`src/rtl/write_iq.sv`:
```
// rtl/write_iq.sv - IQ sample pair to byte stream serializer (dequantize, narrow, 4 bytes per pair)
//
// Pops one I and one Q sample together from two show-ahead sample FIFOs.
// Each sample is dequantized by an arithmetic right shift of BITS and
// narrowed to CHAR_SIZE bits. Each pair is then written as 4 bytes,
// low byte first, I before Q, into a byte-wide output FIFO.
//
// Optional feature macro: WRITE_IQ_SATURATE_EN
//   defined   : the shifted sample is clamped to the signed CHAR_SIZE range
//   undefined : the low CHAR_SIZE bits of the shifted sample are kept (wrap)
//
// Ports:
//   clock       in   system clock, rising edge
//   reset       in   asynchronous, active-high reset
//   i_in_empty  in   I sample FIFO empty
//   q_in_empty  in   Q sample FIFO empty
//   in_rd_en    out  shared pop strobe for the I and Q FIFOs
//   i_in        in   signed I sample (show-ahead FIFO data)
//   q_in        in   signed Q sample (show-ahead FIFO data)
//   out_full    in   output byte FIFO full
//   out_wr_en   out  output byte write strobe
//   data_out    out  output byte
//   busy        out  high while a held pair has not been fully sent

module write_iq #(
    parameter int DATA_SIZE = 32,
    parameter int CHAR_SIZE = 16,
    parameter int BYTE      = 8,
    parameter int BITS      = 10
) (
    input  logic                 clock,
    input  logic                 reset,
    input  logic                 i_in_empty,
    input  logic                 q_in_empty,
    output logic                 in_rd_en,
    input  logic [DATA_SIZE-1:0] i_in,
    input  logic [DATA_SIZE-1:0] q_in,
    input  logic                 out_full,
    output logic                 out_wr_en,
    output logic [BYTE-1:0]      data_out,
    output logic                 busy
);

    typedef enum logic {
        READ = 1'b0,
        SEND = 1'b1
    } state_t;

`ifdef WRITE_IQ_SATURATE_EN
    localparam logic signed [DATA_SIZE-1:0] SAT_MAX =
        DATA_SIZE'((64'sd1 <<< (CHAR_SIZE - 1)) - 64'sd1);
    localparam logic signed [DATA_SIZE-1:0] SAT_MIN = -SAT_MAX - 1;
`endif

    // Dequantize (floor toward -inf via arithmetic shift) and narrow.
    function automatic logic [CHAR_SIZE-1:0] convert(input logic [DATA_SIZE-1:0] x);
`ifdef WRITE_IQ_SATURATE_EN
        logic signed [DATA_SIZE-1:0] s;
        s = $signed(x) >>> BITS;
        if (s > SAT_MAX) begin
            return SAT_MAX[CHAR_SIZE-1:0];
        end else if (s < SAT_MIN) begin
            return SAT_MIN[CHAR_SIZE-1:0];
        end else begin
            return s[CHAR_SIZE-1:0];
        end
`else
        return CHAR_SIZE'($signed(x) >>> BITS);
`endif
    endfunction

    state_t               state_q, state_d;
    logic [1:0]           idx_q, idx_d;
    logic [CHAR_SIZE-1:0] i_q, i_d;
    logic [CHAR_SIZE-1:0] q_q, q_d;
    logic                 pop;
    logic                 pair_ready;

    // Both FIFOs must hold data; a lone non-empty FIFO is never popped.
    assign pair_ready = !i_in_empty && !q_in_empty;

    // State register
    always_ff @(posedge clock or posedge reset) begin
        if (reset) begin
            state_q <= READ;
            idx_q   <= 2'd0;
            i_q     <= '0;
            q_q     <= '0;
        end else begin
            state_q <= state_d;
            idx_q   <= idx_d;
            i_q     <= i_d;
            q_q     <= q_d;
        end
    end

    // Next-state logic
    always_comb begin
        state_d = state_q;
        idx_d   = idx_q;
        i_d     = i_q;
        q_d     = q_q;
        pop     = 1'b0;
        case (state_q)
            READ: begin
                if (pair_ready) begin
                    pop     = 1'b1;
                    i_d     = convert(i_in);
                    q_d     = convert(q_in);
                    idx_d   = 2'd0;
                    state_d = SEND;
                end
            end
            SEND: begin
                if (!out_full) begin
                    if (idx_q == 2'd3) begin
                        idx_d = 2'd0;
                        // Chain straight into the next pair so there is no idle cycle.
                        if (pair_ready) begin
                            pop = 1'b1;
                            i_d = convert(i_in);
                            q_d = convert(q_in);
                        end else begin
                            state_d = READ;
                        end
                    end else begin
                        idx_d = idx_q + 2'd1;
                    end
                end
            end
            default: state_d = READ;
        endcase
    end

    // Output logic; the pop strobe is masked while reset is held so a
    // non-empty FIFO cannot be drained during reset.
    always_comb begin
        in_rd_en  = pop && !reset;
        busy      = (state_q == SEND);
        out_wr_en = (state_q == SEND) && !out_full;
        data_out  = '0;
        if (state_q == SEND) begin
            case (idx_q)
                2'd0:    data_out = i_q[BYTE-1:0];
                2'd1:    data_out = i_q[2*BYTE-1:BYTE];
                2'd2:    data_out = q_q[BYTE-1:0];
                default: data_out = q_q[2*BYTE-1:BYTE];
            endcase
        end
    end

endmodule

```
`config.mk`:
```
export PLATFORM = sky130hd
export DESIGN_NAME = write_iq
export DESIGN_NICKNAME = d
export VERILOG_FILES = /design/src/rtl/write_iq.sv
export SDC_FILE = /design/constraint.sdc
export NUM_CORES = 1
export LEC_CHECK = 0
export CAP_MARGIN = 10
export CORE_MARGIN = 5
export CORE_UTILIZATION = 36
export DETAILED_ROUTE_END_ITERATION = 8
export PLACE_DENSITY = 0.83
export SYNTH_ARGS = -nofsm -noshare
export SYNTH_HDL_FRONTEND = slang
export SYNTH_SLANG_ARGS = --single-unit
```
`constraint.sdc`:
```
create_clock -name clock -period 2 [get_ports clock]
set_input_delay 0.5 -clock clock [delete_from_list [all_inputs] [get_ports clock]]
set_output_delay 0.5 -clock clock [all_outputs]
set_load 0.05 [all_outputs]
```
==> results.rst <==
.. list-table::
   :header-rows: 1

   * - Metric
     - Value
   * - Share of total power in the clock network
     - 9.8%
   * - Internal power contribution
     - 3.073 mW
   * - Full die area
     - 5911 um^2
   * - Share of the core filled with cells
     - between 60 and 70%
   * - Clock insertion delay at the later pin of the skew report
     - 0.28 ns
   * - Routed WL
     - 4.147 mm
   * - Worst-path cell chain
     - buf_6, ha_4, a222oi_1, a21oi_4, buf_12
   * - Initial core utilization
     - between 30 and 40%
   * - Placed Cells
     - about 230
   * - Startpoint of the lowest-slack hold path
     - q_q[10]
   * - Endpoint class of the critical path
     - output pin
   * - Clock H-tree levels
     - 2
   * - Post-route DRC violation count
     - 0
   * - Post-route cell area
     - approximately 2700 um^2
   * - Maximum number of pins on one net before global-route repair
     - 36
   * - Cts bufs inserted
     - 5
   * - Cell depth of the worst flop-to-flop path
     - 8
   * - Synthesized netlist net count
     - roughly 200
   * - Post-route clock period utilization
     - 115.5%
   * - Final-layout worst hold slack
     - 0.5091 ns
   * - Maximum Capacitance Violations
     - 0
   * - Worst R2R End
     - i_q[11]
   * - Most area-hungry cell type in the Yosys netlist
     - dfrtp_1
   * - Sum of buffers and inverters on the critical path
     - 2
   * - Clock Skew
     - 0.002884 ns
   * - Syn. warnings
     - 0
   * - Unrepaired setup endpoints after global routing
     - true
   * - NumNets Final
     - 271
   * - Worst rel slew slack
     - 68.22%
   * - Proportion of layout cells with a drive suffix above 1
     - 52.53%
   * - Number of vias after detailed routing
     - 1257
   * - Min-Delay Path Class
     - reg -> reg
   * - Count of different cell masters after synthesis
     - 19
   * - Top-level port count
     - 80
   * - Area share of the largest cell type after synthesis
     - between 50% and 60%
   * - Clock tree from TritonCTS
     - built
   * - Total number of placement rows
     - 24
   * - Slack of the critical path
     - -0.3094 ns
   * - Hold worst-path end
     - q_q[10]
   * - Relative contribution of sequential cells to total power
     - about a quarter
   * - Crit path max-delay family
     - compound AO/OA/AOI/OAI gates
   * - Top library cells by usage in the layout, fill and taps aside
     - dfrtp_1 (33), clkdlybuf4s50_1 (33), mux2_2 (32), buf_4 (24), buf_12 (12)
   * - Combinational share of power
     - 64.6%
   * - Required time at the worst-slack endpoint
     - about 1.5 ns
   * - IO buf count
     - 47
   * - Max incr delay on CP
     - around 0.48 ns
   * - Synthesized area divided by synthesized cell count
     - 13.31 um^2
   * - Run status
     - finished with violations
   * - P&R area growth vs syn
     - 67.91%
   * - Detail Route Antenna Nets
     - 0
   * - Kind of start point of the critical path
     - register
   * - TritonCTS sink count
     - 35
   * - Sum of overflow across all layers after global routing
     - 0
   * - Overall fraction of global-route tracks in use
     - 14.21%
   * - Worst supply voltage drop on vdd
     - 1476 uV
   * - Critical Path Slowest Stage Cell
     - a222oi_1
   * - Hold Fails Final Rpt
     - 0
   * - Total setup violations reported at the end of the flow
     - 8
   * - Avg WL per Cell
     - 16.59 um
   * - Instance count of the mapped netlist
     - between 100 and 150
   * - Area of the mapped netlist
     - 1610 um^2
   * - Via count of the first global-routing pass
     - 1340
   * - Violated checks
     - setup timing
   * - Ranking of synthesized cells by area
     - dfrtp_1 (54%), mux2_2 (22%), a222oi_1 (5.0%)
   * - Min Clock Period, post-route
     - 2.309 ns
   * - Reg-to-reg critical path startpoint
     - idx_q[1]
   * - Power Density
     - 1881 nW/um^2
   * - DR vias/cell
     - 5.028
   * - Finished Layout Cells
     - 250
   * - Static leakage power
     - about 1.1 nW
   * - Placed standard-cell area
     - 2456 um^2
   * - Critical path start-end classification
     - reg -> out
   * - Cell at the root of the clock tree
     - clkbuf_8
   * - R2R setup slack
     - around 0.090 ns
   * - Switching share of power
     - about two fifths
   * - Floorplan die width
     - 76.88 um
   * - Maximum fanout count along the critical path
     - 8
   * - Reg clk slew, reported paths
     - 0.07 ns
   * - Core region area
     - 4354 um^2
   * - Last weighted congestion value of the routability-driven placer
     - 0.7658
   * - Final sum of negative setup slack
     - -2.261 ns
   * - Inserted Diodes
     - 0
   * - Global-route wire length before repair
     - between 6 and 7 mm
   * - Worst Hold Depth
     - 1
   * - Final Max Slew Viols
     - 0
   * - Register bit total from synthesis
     - 35
   * - Number of iterations in the first detailed-routing pass
     - 5
   * - Buffer levels on the longest clock path
     - 2
   * - Slew @ Worst Pin
     - 0.4767 ns
   * - Violation count after the first detailed-route iteration
     - 99
   * - Initial antenna violation count
     - 0
   * - Critical path arrival
     - roughly 1.8 ns
   * - Net switching power figure
     - 2.014 mW
   * - Fmax
     - 433.0 MHz
   * - Die Y-Extent
     - a little under 80 um
   * - HPWL after DPL
     - 2.795 mm
   * - Sequential element share of the synthesized area
     - 54.39%
synth_stat cells:
master / n
dfrtp_1: 35
mux2_2: 32
a21oi_1: 8
a222oi_1: 8
o21ai_0: 8
clkbuf_1: 5
ha_1: 5
inv_1: 4
buf_6: 3
nand2_1: 3
nor3_1: 2
a21o_1: 1
a21oi_4: 1
and2_1: 1
nand2b_1: 1
nor2_1: 1
nor2b_1: 1
o31ai_1: 1
or2_4: 1
routing by layer:
| metal | wire, um | up-vias | global-route usage (%) |
|---|---|---|---|
| li1 | - | 597 | - |
| met1 | 1648 | 618 | 16.94 |
| met2 | 2238 | 35 | 24.53 |
| met3 | 180 | 7 | 3.162 |
| met4 | 80 | 0 | 5.769 |
| met5 | 0 | - | 0 |
logic make-up after synthesis:
kind of cell / after synthesis / synth area share [%]
adder cells (fa/ha/maj): 5 / 3.885
flip-flops: 35 / 54.39
AND/OR/NAND/NOR: 10 / 3.264
AO/OA/AOI/OAI: 27 / 11.89
multiplexers: 32 / 22.38
buffers and inverters: 12 / 4.196
sequential cells by signal, indices dropped and copies added (netlist names):
signal / count
busy: 1
q_q: 16
i_q: 16
idx_q: 2
power groups by stage:
stage | sequential [mW] | combinational, mW | clock [mW]
4_1_cts | 1.28 | 3.24 | 0.511
5_1_grt | 1.35 | 3.45 | 0.547
3_5_place_dp | 1.29 | 3.04 | 0
2_1_floorplan | 1.24 | 1.71 | 0
6_report | 1.30 | 3.29 | 0.499
3_3_place_gp | 1.27 | 2.98 | 0
per-stage QoR:
step	worst slack, ns	power, mW
4_1_cts	-0.3288	5.032
2_1_floorplan	-0.005833	2.945
3_3_place_gp	-0.1471	4.247
6_report	-0.3094	5.087
3_5_place_dp	-0.1618	4.322
5_1_grt	-0.4053	5.346
cell type report:
cell class                      count  area [um^2]
Inverter                            4        18.77
Clock inverter                      3        20.02
Multi-Input combinational cell     74        819.5
Fill cell                         330         1650
Tap cell                           52        65.06
Sequential cell                    35        878.3
Timing Repair Buffer               77        833.3
Clock buffer                        5        68.82
what timing repair did:
item,CTS,global route
buffers inserted,6,5
gates cloned,0,0
endpoints found under the setup margin,9,10
gates resized for setup,22,7
endpoints found under the hold margin,0,0
hold buffers,0,0
pin swaps,8,13
worst max-delay path by stage:
| stage | startpoint | endpoint | cells past startpoint |
|---|---|---|---|
| 2_1_floorplan | idx_q[0] | data_out[5] | 5 |
| 3_5_place_dp | idx_q[0] | data_out[7] | 5 |
| 3_3_place_gp | i_in_empty | i_q[0] | 5 |
| 6_report | idx_q[0] | data_out[7] | 5 |
| 4_1_cts | idx_q[0] | data_out[7] | 5 |
| 5_1_grt | idx_q[0] | data_out[7] | 5 |
Power figures use the tool's default switching activity.
